$ cat src/rtl/score_keeper_if.sv
`default_nettype none
// ============================================================================
// Module      : score_keeper_if
// Description : Round-result / score-bar bundle between the game-logic round
//               FSM (master) and the score keeper (slave).
// Revision    : 1.0 - initial release
// ============================================================================
interface score_keeper_if;
    logic       round_valid;
    logic [1:0] round_winner;
    logic       new_game;
    logic [2:0] p1;
    logic [2:0] p2;
    logic       draw_en;
    logic       busy;
    logic       game_over;
    logic [1:0] winner;
    logic       dropped;

    // Game-logic side: issues round results, observes scores and status
    modport master (
        output round_valid, round_winner, new_game,
        input  p1, p2, draw_en, busy, game_over, winner, dropped
    );

    // Score keeper side
    modport slave (
        input  round_valid, round_winner, new_game,
        output p1, p2, draw_en, busy, game_over, winner, dropped
    );
endinterface
`default_nettype wire

$ cat src/rtl/score_keeper.sv
`default_nettype none
// ============================================================================
// Module      : score_keeper
// Description : Saturating two-player scorekeeper with winner detection and a
//               fixed-length draw_en window per score change for the bar
//               drawer. Optional one-deep pending buffer for results arriving
//               mid-redraw, enabled by defining SCORE_PENDING_EN.
// Revision    : 1.0 - initial release
// ============================================================================
module score_keeper #(
    parameter int WIN_SCORE   = 4,
    parameter int DRAW_CYCLES = 61
) (
    input  logic          clk,
    input  logic          reset,
    score_keeper_if.slave bus
);

    localparam int                 c_CNT_W   = (DRAW_CYCLES > 1) ? $clog2(DRAW_CYCLES) : 1;
    localparam logic [c_CNT_W-1:0] c_CNT_MAX = c_CNT_W'(DRAW_CYCLES - 1);
    localparam logic [2:0]         c_WIN     = 3'(WIN_SCORE);

    typedef enum logic [1:0] {
        S_IDLE = 2'd0,
        S_DRAW = 2'd1,
        S_OVER = 2'd2
    } state_t;

    state_t             r_state;
    logic [c_CNT_W-1:0] r_cnt;
    logic [2:0]         r_p1;
    logic [2:0]         r_p2;
    logic               r_draw_en;
    logic               r_busy;
    logic               r_game_over;
    logic [1:0]         r_winner;
    logic               r_dropped;

    logic               w_win_p1;
    logic               w_win_p2;
    logic               w_cnt_last;
    logic               w_win_reached;
    logic [2:0]         w_p1_inc;
    logic [2:0]         w_p2_inc;

    assign w_win_p1      = bus.round_valid && (bus.round_winner == 2'b01);
    assign w_win_p2      = bus.round_valid && (bus.round_winner == 2'b10);
    assign w_cnt_last    = (r_cnt == c_CNT_MAX);
    assign w_win_reached = (r_p1 == c_WIN) || (r_p2 == c_WIN);
    assign w_p1_inc      = (r_p1 < c_WIN) ? (r_p1 + 3'd1) : r_p1;
    assign w_p2_inc      = (r_p2 < c_WIN) ? (r_p2 + 3'd1) : r_p2;

`ifdef SCORE_PENDING_EN
    logic       r_pend_vld;
    logic [1:0] r_pend_win;
    logic       w_rv_any;
    logic       w_sel_vld;
    logic [1:0] w_sel_win;

    // Ties are buffered too (and later consumed silently); 00 is "no result".
    assign w_rv_any  = bus.round_valid && (bus.round_winner != 2'b00);
    // At window close the buffered result is used; if the buffer is empty, a
    // result arriving on that very edge is taken directly so it is never stranded.
    assign w_sel_vld = r_pend_vld | w_rv_any;
    assign w_sel_win = r_pend_vld ? r_pend_win : bus.round_winner;
`endif

    // Scoring FSM with registered outputs; new_game overrides any round result
    always_ff @(posedge clk) begin
        if (reset) begin
            r_state     <= S_IDLE;
            r_cnt       <= '0;
            r_p1        <= 3'd0;
            r_p2        <= 3'd0;
            r_draw_en   <= 1'b0;
            r_busy      <= 1'b0;
            r_game_over <= 1'b0;
            r_winner    <= 2'b00;
            r_dropped   <= 1'b0;
`ifdef SCORE_PENDING_EN
            r_pend_vld  <= 1'b0;
            r_pend_win  <= 2'b00;
`endif
        end else if (bus.new_game) begin
            r_p1        <= 3'd0;
            r_p2        <= 3'd0;
            r_winner    <= 2'b00;
            r_game_over <= 1'b0;
            r_dropped   <= 1'b0;
            r_state     <= S_DRAW;
            r_cnt       <= '0;
            r_draw_en   <= 1'b1;
            r_busy      <= 1'b1;
`ifdef SCORE_PENDING_EN
            r_pend_vld  <= 1'b0;
`endif
        end else begin
            case (r_state)
                S_IDLE: begin
                    if (w_win_p1 || w_win_p2) begin
                        if (w_win_p1) r_p1 <= w_p1_inc;
                        else          r_p2 <= w_p2_inc;
                        r_state   <= S_DRAW;
                        r_cnt     <= '0;
                        r_draw_en <= 1'b1;
                        r_busy    <= 1'b1;
                    end
                end

                S_DRAW: begin
`ifdef SCORE_PENDING_EN
                    if (w_rv_any) begin
                        if (r_pend_vld) begin
                            r_dropped <= 1'b1;
                        end else begin
                            r_pend_vld <= 1'b1;
                            r_pend_win <= bus.round_winner;
                        end
                    end
`else
                    if (w_win_p1 || w_win_p2) r_dropped <= 1'b1;
`endif
                    if (w_cnt_last) begin
`ifdef SCORE_PENDING_EN
                        // Buffer is always emptied when a window closes
                        r_pend_vld <= 1'b0;
`endif
                        if (w_win_reached) begin
                            r_state     <= S_OVER;
                            r_draw_en   <= 1'b0;
                            r_game_over <= 1'b1;
                            r_winner    <= (r_p1 == c_WIN) ? 2'b01 : 2'b10;
`ifdef SCORE_PENDING_EN
                        end else if (w_sel_vld && (w_sel_win == 2'b01)) begin
                            r_p1  <= w_p1_inc;
                            r_cnt <= '0;
                        end else if (w_sel_vld && (w_sel_win == 2'b10)) begin
                            r_p2  <= w_p2_inc;
                            r_cnt <= '0;
`endif
                        end else begin
                            r_state   <= S_IDLE;
                            r_draw_en <= 1'b0;
                            r_busy    <= 1'b0;
                        end
                    end else begin
                        r_cnt <= r_cnt + 1'b1;
                    end
                end

                S_OVER: begin
                    // Held until new_game or reset; round results ignored
                end

                default: begin
                    r_state   <= S_IDLE;
                    r_cnt     <= '0;
                    r_draw_en <= 1'b0;
                    r_busy    <= 1'b0;
                end
            endcase
        end
    end

    assign bus.p1        = r_p1;
    assign bus.p2        = r_p2;
    assign bus.draw_en   = r_draw_en;
    assign bus.busy      = r_busy;
    assign bus.game_over = r_game_over;
    assign bus.winner    = r_winner;
    assign bus.dropped   = r_dropped;

endmodule
`default_nettype wire

$ cat src/flat_wrapper.sv
// flat-port wrapper written by rule: the top's interface ports become plain ports
module score_keeper_flat 
#(
    parameter int WIN_SCORE   = 4,
    parameter int DRAW_CYCLES = 61
)
  (clk, reset, bus_round_valid, bus_round_winner, bus_new_game, bus_p1, bus_p2, bus_draw_en, bus_busy, bus_game_over, bus_winner, bus_dropped);
  score_keeper_if bus_i ();
  input  logic clk;
  input  logic reset;
  input wire logic [$bits(bus_i.round_valid)-1:0] bus_round_valid;
  input wire logic [$bits(bus_i.round_winner)-1:0] bus_round_winner;
  input wire logic [$bits(bus_i.new_game)-1:0] bus_new_game;
  output wire logic [$bits(bus_i.p1)-1:0] bus_p1;
  output wire logic [$bits(bus_i.p2)-1:0] bus_p2;
  output wire logic [$bits(bus_i.draw_en)-1:0] bus_draw_en;
  output wire logic [$bits(bus_i.busy)-1:0] bus_busy;
  output wire logic [$bits(bus_i.game_over)-1:0] bus_game_over;
  output wire logic [$bits(bus_i.winner)-1:0] bus_winner;
  output wire logic [$bits(bus_i.dropped)-1:0] bus_dropped;
  assign bus_i.round_valid = bus_round_valid;
  assign bus_i.round_winner = bus_round_winner;
  assign bus_i.new_game = bus_new_game;
  assign bus_p1 = bus_i.p1;
  assign bus_p2 = bus_i.p2;
  assign bus_draw_en = bus_i.draw_en;
  assign bus_busy = bus_i.busy;
  assign bus_game_over = bus_i.game_over;
  assign bus_winner = bus_i.winner;
  assign bus_dropped = bus_i.dropped;
  score_keeper #(.WIN_SCORE(WIN_SCORE), .DRAW_CYCLES(DRAW_CYCLES)) u_core (.clk(clk), .reset(reset), .bus(bus_i));
endmodule
$ cat config.mk
export PLATFORM = sky130hd
export DESIGN_NAME = score_keeper_flat
export DESIGN_NICKNAME = d
export VERILOG_FILES = /design/src/rtl/score_keeper_if.sv /design/src/rtl/score_keeper.sv /design/src/flat_wrapper.sv
export SDC_FILE = /design/constraint.sdc
export NUM_CORES = 1
export LEC_CHECK = 0
export ABC_CLOCK_PERIOD_IN_PS = 1300
export BUFFER_PORTS_ARGS = -buffer_cell sky130_fd_sc_hd__buf_2
export CAP_MARGIN = 20
export CORE_ASPECT_RATIO = 0.6
export CORE_UTILIZATION = 30
export DETAILED_ROUTE_END_ITERATION = 7
export SLEW_MARGIN = 25
export SYNTH_ARGS = -nofsm -noshare
export SYNTH_HDL_FRONTEND = slang
export SYNTH_SLANG_ARGS = --single-unit
$ cat constraint.sdc
create_clock -name clk -period 1.3 [get_ports clk]
set_input_delay 0.195 -clock clk [delete_from_list [all_inputs] [get_ports clk]]
set_output_delay 0.195 -clock clk [all_outputs]
set_load 0.01 [all_outputs]
* Word-level counts from Yosys, hierarchy flattened
Cells that the tools add are included.
** Storage, ports and cells
- Logic and storage cells :: 62
- Register bits :: 20
** Cells by class
- Bitwise operators :: 2
- Eq/ne operators :: 14
- Add/subtract/negate cells :: 3
- Order comparisons :: 2
- Reduce and logical (&&, ||, !) cells :: 14
- Muxes and demuxes :: 17
** Operator list (number)
- 6-bit one-hot mux with 3 select lines :: 1
- 6-bit 2-to-1 mux :: 2
- 3-bit AND reduction :: 4
- 4-bit AND reduction :: 3
- 2-bit 2-to-1 mux :: 4
- 1-bit 2-to-1 mux :: 7
- 3-bit by 1-bit adder with 3-bit output (second input constant) :: 2
- 6-bit by 1-bit adder with 6-bit output (second input constant) :: 1
- 3-bit equality test (second input constant) :: 2
- 6-bit equality test (second input constant) :: 1
- 3-bit less-than comparator (second input constant) :: 2
- 3-bit by 2-bit inequality test with 1-bit output (second input constant) :: 2
- 1-bit one-hot mux with 3 select lines :: 2
- 2-bit one-hot mux with 3 select lines :: 1
- 2-bit by 1-bit equality test with 1-bit output (second input constant) :: 2
- 2-bit equality test (second input constant) :: 2
- 2-bit by 1-bit inequality test with 1-bit output (second input constant) :: 2
- 2-bit inequality test (second input constant) :: 2
- 3-bit inequality test (second input constant) :: 1
- 1-bit logical AND :: 2
- 2-bit zero test :: 1
- 1-bit logical OR :: 2
- 1-bit inverter :: 2
- 2-bit AND reduction :: 1
- 2-bit OR reduction :: 1

* Logic depth before layout (Yosys ltp)
Gate-level depths: netlist of the first run.
- Depth after elaboration :: 6
- Gate-level depth with buffers :: 6

* Least setup slack after synthesis of the first run
No wires, ideal clock.
- Path type :: register to register
- From :: register u_core.r_p1[0], in the netlist u_core.bus.p1[0]
- To :: register u_core.r_winner[1], in the netlist u_core.bus.winner[1]
- Arrival time :: 1.286 ns
- Path buffers :: 0
- Cell stages (with the launch flop) :: 6
- Path slack :: -0.102 ns
- Period minus slack after synthesis :: 1.402 ns
- Cells stage by stage :: dfxtp_1 inv_1 ha_1 a22o_1 nor3b_2 o211a_1
** Between the ends
- Longest elaborated chain between the ends :: 3
** RTL lines
- start, declared :: RTL line score_keeper.sv:31 : logic [2:0] r_p1;
- start signal, assigned :: RTL line score_keeper.sv:101 : if (w_win_p1) r_p1 <= w_p1_inc;
- 3-bit equality test (*) :: RTL line score_keeper.sv:49, score_keeper.sv:132
- 1-bit logical OR :: RTL line score_keeper.sv:49 : assign w_win_reached = (r_p1 == c_WIN) || (r_p2 == c_WIN);
- 3-bit AND reduction (no source line)
- end signal, assigned :: RTL line score_keeper.sv:132 : r_winner <= (r_p1 == c_WIN) ? 2'b01 : 2'b10;
- end, declared :: RTL line score_keeper.sv:36 : logic [1:0] r_winner;
Every way passes the cells marked *; elsewhere a longest branch is shown, timed or not.
A chain may end at the register's enable or synchronous reset.

* Final worst setup path of the first run
- From :: register u_core.r_cnt[1]
- To :: register u_core.r_winner[1], in the netlist u_core.bus.winner[1]
** Between the ends
- Longest elaborated chain between the ends :: 2
** RTL lines
- start, declared :: RTL line score_keeper.sv:30 : logic [c_CNT_W-1:0] r_cnt;
- start signal, assigned :: RTL line score_keeper.sv:147 : r_cnt <= r_cnt + 1'b1;
- 6-bit equality test :: RTL line score_keeper.sv:48 : assign w_cnt_last = (r_cnt == c_CNT_MAX);
- 3-bit AND reduction (no source line)
No other way between the ends.

==> out/results.ini, run 1 <==
[placement]
placed_area_um2=1260
numPortBuffers=17
post-place-ws_ns=-0.0432
dp_hpwl_mm=1.84
gp_congestion=0.818

[global_route]
gr-usage-all-layers=0.150
grt_overflow=0
grt_first_pass_wirelength_mm=4.01
antenna_found_initial=0
grt_max_degree=12
grt_pass1_vias=809

[power]
leakage_nw=0.589
ir_drop_mv=0.524
pwr_density_cell_nw_per_um2=937
total_power_mw=1.27

[synth]
yosysUniqueCellTypes=39
synth.yosys.seq_area_share=0.400
syn_area_um2=1000
ys_ff_latch=20
syn_inst=108
synth.avg_cell_area_um2=9.27
yosys_warnings=0
async_reset_ff_frac=0
synth_nets=120
synth_ff_type=dfxtp_1
synth_edf_count=0

[critical_path]
startpoint_type=register
cp-startpoint=u_core.r_cnt[1]
rrSetupSlack_ns=-0.04
path_max_fanout=4
r2r-end=u_core.bus.winner[1]
crit_type=reg2reg
critPathRequiredTime_ns=1.45
crit_arrival_ns=1.50
endpoint=u_core.bus.winner[1]
r2r_cells=6
worstReg2RegStart=u_core.r_cnt[1]
cp-end-kind=register

[min_path]
hold_class=in2reg

[floorplanning]
rows=15
fp.coreArea_um2=3020
start_util=0.331
io_pins=18
die_y_um=46.7
dieArea_um2=3580
die-width_um=76.6

[clock_tree]
cts.htree.levels=1
numCtsBuffers=3
clk_latency_ns=0.26
clockRootBuffer=clkbuf_8
holdBufCountCts=0
post_cts_buffers=0
cts_tree=done
cts_sinks=20
clk_pin_slew_worst_paths_ns=0.07
clockBufferDepth=2

[status]
violations=negative setup slack
status=complete, but fails checks

[final_layout]
diodes=0
nets=152
layout_common_cells=buf_2 (17), buf_4 (12), dfxtp_1 (12)
design_area_um2=1360
layout_commonest_cell=buf_2
areaGrowthSynthToFinish_pct=35.5
drive_above_1_share=0.453

[drt]
first_pass_iters=4
viasPerCell=4.81
vias=870
drc=0
ant_nets=0
wl_per_cell_um=13.9
drt_iter0_drc=55
wl_mm=2.52

[timing]
layout_setup_ws_ns=-0.0431
final.min_clock_period_ns=1.34
worst_pin_slew_ns=0.490
finalSetupViolations=2
slew_viol_final=0
rsz0062_at_grt=true
relSlewSlack=0.672
fin_crit_sh=1.03
finalHoldViolCount=0
finClkSkew_ns=0.00165
hold_ws_ns=0.144
max_freq_mhz=745

[job]
drv_cap=0

## where the power goes
| group | total (mW) | internal (mW) | switching [mW] | leakage (nW) |
|---|---|---|---|---|
| combinational | 0.158 | 0.0683 | 0.0893 | 0.394 |
| clock | 0.477 | 0.270 | 0.208 | 0.0288 |
| sequential | 0.637 | 0.625 | 0.0115 | 0.166 |
| total | 1.27 | 0.963 | 0.308 | 0.589 |
## worst max-delay path, cell delays in order (launching register included)
cell and delay, ns:
dfxtp_2 0.33, inv_2 0.07, ha_4 0.13, and4_4 0.26, nand4_4 0.08, or2_4 0.25, o211a_1 0.12
## logic make-up (layout without fill, tap and decap cells)
| logic type | Yosys count | after routing | synth area share |
|---|---|---|---|
| AND/OR/NAND/NOR | 38 | 38 | 0.239 |
| AO/OA/AOI/OAI | 29 | 29 | 0.199 |
| flip-flops | 20 | 20 | 0.400 |
| buffers and inverters | 10 | 41 | 0.0413 |
| adder cells (fa/ha/maj) | 6 | 6 | 0.0750 |
| XOR/XNOR | 3 | 3 | 0.0263 |
| multiplexers | 2 | 2 | 0.0200 |
## how the worst min path moves through the flow
stage,start,to,cells past startpoint
CTS,reset,u_core.r_state[0],2
detailed placement,reset,u_core.bus.draw_en,2
global route,reset,u_core.bus.draw_en,2
floorplan,reset,u_core.bus.draw_en,1
finish,reset,u_core.r_state[0],2
global placement,reset,u_core.r_state[0],2
## through the flow
stage / std cells / setup TNS, ns / util
3_5_place_dp: 177 / -0.0802 / 0.416
2_1_floorplan: 108 / -0.0122 / -
4_1_cts: 181 / -0.0424 / 0.435
6_report: 181 / -0.0667 / 0.449
5_1_grt: 181 / -0.468 / 0.449
3_3_place_gp: 177 / -0.0136 / 0.416
## area by class of cell
cell class              count  area (µm²)
fillers                   297        1670
multi-input cells          78         633
flip-flops and latches     20         410
repair buffers             29         175
clock buffers               4        55.1
well taps                  42        52.6
inverters                   8        30.0
## routing by layer
| metal | up-vias | wire length [µm] | GRT usage |
|---|---|---|---|
| met4 | 0 | 15 | 0.0346 |
| met1 | 397 | 1360 | 0.211 |
| met2 | 18 | 1060 | 0.240 |
| li1 | 453 | - | - |
| met3 | 2 | 78 | 0.0350 |
| met5 | - | 0 | 0 |
## state kept, by name, indices dropped and copies added, names as in the netlist, 2 cells and up
signal             count
u_core.bus.winner      2
u_core.r_cnt           6
u_core.bus.p2          3
u_core.r_state         2
u_core.bus.p1          3
## timing repair
item / CTS / global route
endpoints found under the setup margin: 4 / 12
pin swaps: 3 / 7
gates resized for setup: 1 / 9
## cell usage after synthesis (all sizes together), types with 2 or more instances
master / n / area, µm²
a21oi: 10 / 53.8
a31oi: 7 / 50.1
a41oi: 2 / 17.5
and2: 2 / 12.5
and2b: 2 / 17.5
dfxtp: 20 / 400
ha: 6 / 75.1
inv: 8 / 30.0
mux2i: 2 / 20.0
nand2: 7 / 28.8
nand2b: 3 / 18.8
nand3: 3 / 15.0
nand4: 2 / 27.5
nor2: 9 / 33.8
nor3b: 2 / 25.0
o21a: 2 / 15.0
o21ai: 2 / 10.0
or2: 2 / 15.0
xnor2: 2 / 17.5
(Power assumes the default switching activity.)
==> run 2, diff against run 1 <==
--- a/config.mk
+++ b/config.mk
@@ -8,7 +8,6 @@
 export ABC_CLOCK_PERIOD_IN_PS = 1300
 export BUFFER_PORTS_ARGS = -buffer_cell sky130_fd_sc_hd__buf_2
 export CAP_MARGIN = 20
-export CORE_ASPECT_RATIO = 0.6
 export CORE_UTILIZATION = 30
 export DETAILED_ROUTE_END_ITERATION = 7
 export SLEW_MARGIN = 25
==> run 2 against run 1 <==
  * The run still ends with negative setup slack left
  * Largest power group unchanged
  * Sequential share of layout area shrank 0.18 points
  * Largest cell class unchanged
  * Fmax grew 0.28%
  * Cell count grew 4.4%
  * Clock-buffer cell count shrank 1
==> out/results.ini, run 2 (same netlist as run 1, synthesis figures left out) <==
[drt]
maxUsedRoutingLayer=met3
ant_nets=0
first_pass_iters=4
vias=930
wl_mm=2.31
wl_met2_mm=1.23
met3RoutedLength_um=121
drc=0
viasPerCell=4.92
wl_met1_um=960
wl_per_cell_um=12.2
drt_iter0_drc=55

[power]
pwr_density_cell_nw_per_um2=795
switching_share=0.256
leakage_nw=0.618
ir_drop_mv=0.375
comb_power_share=0.141
seqPwrFrac=0.588
clkPwrFrac=0.270
power_switching_mw=0.277
intPower_mw=0.805

[placement]
placed_area_um2=1270
dp_hpwl_mm=1.81
gp_congestion=0.830
post-place-ws_ns=-0.0393
numPortBuffers=17
numPlacedInstances=181

[clock_tree]
numCtsBuffers=3
cts_sinks=20
clockRootBuffer=clkbuf_4
clk_pin_slew_worst_paths_ns=0.11
cts_tree=done
clk_latency_ns=0.30
cts.htree.levels=1
clockBufferDepth=2

[global_route]
grt_pass1_vias=928
antenna_found_initial=0
gr-usage-all-layers=0.149
grt_overflow=0
grt_first_pass_wirelength_mm=4.04
grt_max_degree=11

[floorplanning]
io_pins=18
rows=20
dieArea_um2=3570
start_util=0.323
fp.coreArea_um2=3100
die-width_um=59.8
die_y_um=59.8

[critical_path]
slowest_delay_ns=0.34
critPathSlowestCell=dfxtp_2
path_cells=inv_2 > ha_4 > and4_4 > nand4_4 > or2_4 > o211a_1
cp-end-kind=register
critPathRequiredTime_ns=1.50
crit_type=reg2reg
cp_top_family=simple AND/OR/NAND/NOR gates
startpoint_type=register
rrSetupSlack_ns=-0.04
crit_buf_inv=1
crit_arrival_ns=1.54
path_max_fanout=4

[timing]
finalHoldViolCount=0
relSlewSlack=0.730
finClkSkew_ns=0.00377
hold_ws_ns=0.0862
finalSetupViolations=1
worst_pin_slew_ns=0.403
fin_crit_sh=1.03
max_freq_mhz=747
final.min_clock_period_ns=1.34
rsz0062_at_grt=true
slew_viol_final=0
layout_setup_ws_ns=-0.0393

[final_layout]
ff_latch_area_um2=409
layoutNonFillerInstCount=189
areaGrowthSynthToFinish_pct=35.9
layout_common_cells=buf_4 (19), buf_2 (17), dfxtp_1 (13)
diodes=0
num-fill-cells=303
multiInputGateArea_um2=616
nets=159
layout_commonest_cell=buf_4
top_register=u_core.r_cnt
drive_above_1_share=0.462
fin_util=0.438
design_area_um2=1360
largest_reg_flops=6

[status]
violations=negative setup slack
status=complete, but fails checks

[min_path]
hold_class=in2reg

[job]
drv_cap=0

## run 2: cell types whose count changed in the layout (fill, tap and decap cells not counted), moves of 2 or more
| cell | before | now |
|---|---|---|
| clkbuf_4 | 0 | 3 |
| clkbuf_8 | 4 | 0 |
| a31oi_4 | 2 | 0 |
| buf_4 | 12 | 19 |
## run 2: final cells by class
class	instances	area share
clock buffer	3	0.0166
inverter	8	0.0221
multi-input combinational	78	0.453
sequential	20	0.301
tap	44	0.0405
timing repair buffer	36	0.167
## run 2: stage by stage
step	power (mW)	setup TNS, ns
2_1_floorplan	0.728	-0.0122
3_3_place_gp	0.786	-0.0116
3_5_place_dp	0.789	-0.0619
4_1_cts	1.09	-0.0350
5_1_grt	1.14	-0.268
6_report	1.08	-0.0393
## run 2: worst paths after layout
| path | startpoint | to | cells after the start |
|---|---|---|---|
| worst min-delay path | reset | u_core.bus.draw_en | 2 |
| worst min register to register | u_core.bus.game_over | u_core.bus.game_over | 1 |
| worst max register to register | u_core.r_cnt[0] | u_core.bus.winner[1] | 6 |
| worst max-delay path | u_core.r_cnt[0] | u_core.bus.winner[1] | 6 |
## run 2: repair_timing
| item | 4_1_cts | 5_1_grt |
|---|---|---|
| buffers inserted | 2 | 3 |
| pin swaps | 3 | 6 |
| gates resized for setup | 1 | 7 |
| hold buffers | 0 | 0 |
| cloned | 0 | 0 |
| hold endpoints to repair | 0 | 0 |
| setup endpoints to repair | 4 | 14 |
## run 2: per-layer routing
| metal | track usage | up-vias |
|---|---|---|
| met2 | 0.278 | 23 |
| li1 | - | 463 |
| met5 | 0 | - |
| met3 | 0.0346 | 0 |
| met1 | 0.175 | 444 |
| met4 | 0.0199 | 0 |
## run 2: power by group through the flow
stage / logic [mW] / registers (mW) / clock network (mW)
floorplan: 0.0761 / 0.652 / 0
global placement: 0.137 / 0.648 / 0
detailed placement: 0.140 / 0.649 / 0
CTS: 0.144 / 0.636 / 0.307
global route: 0.169 / 0.638 / 0.332
finish: 0.153 / 0.636 / 0.292
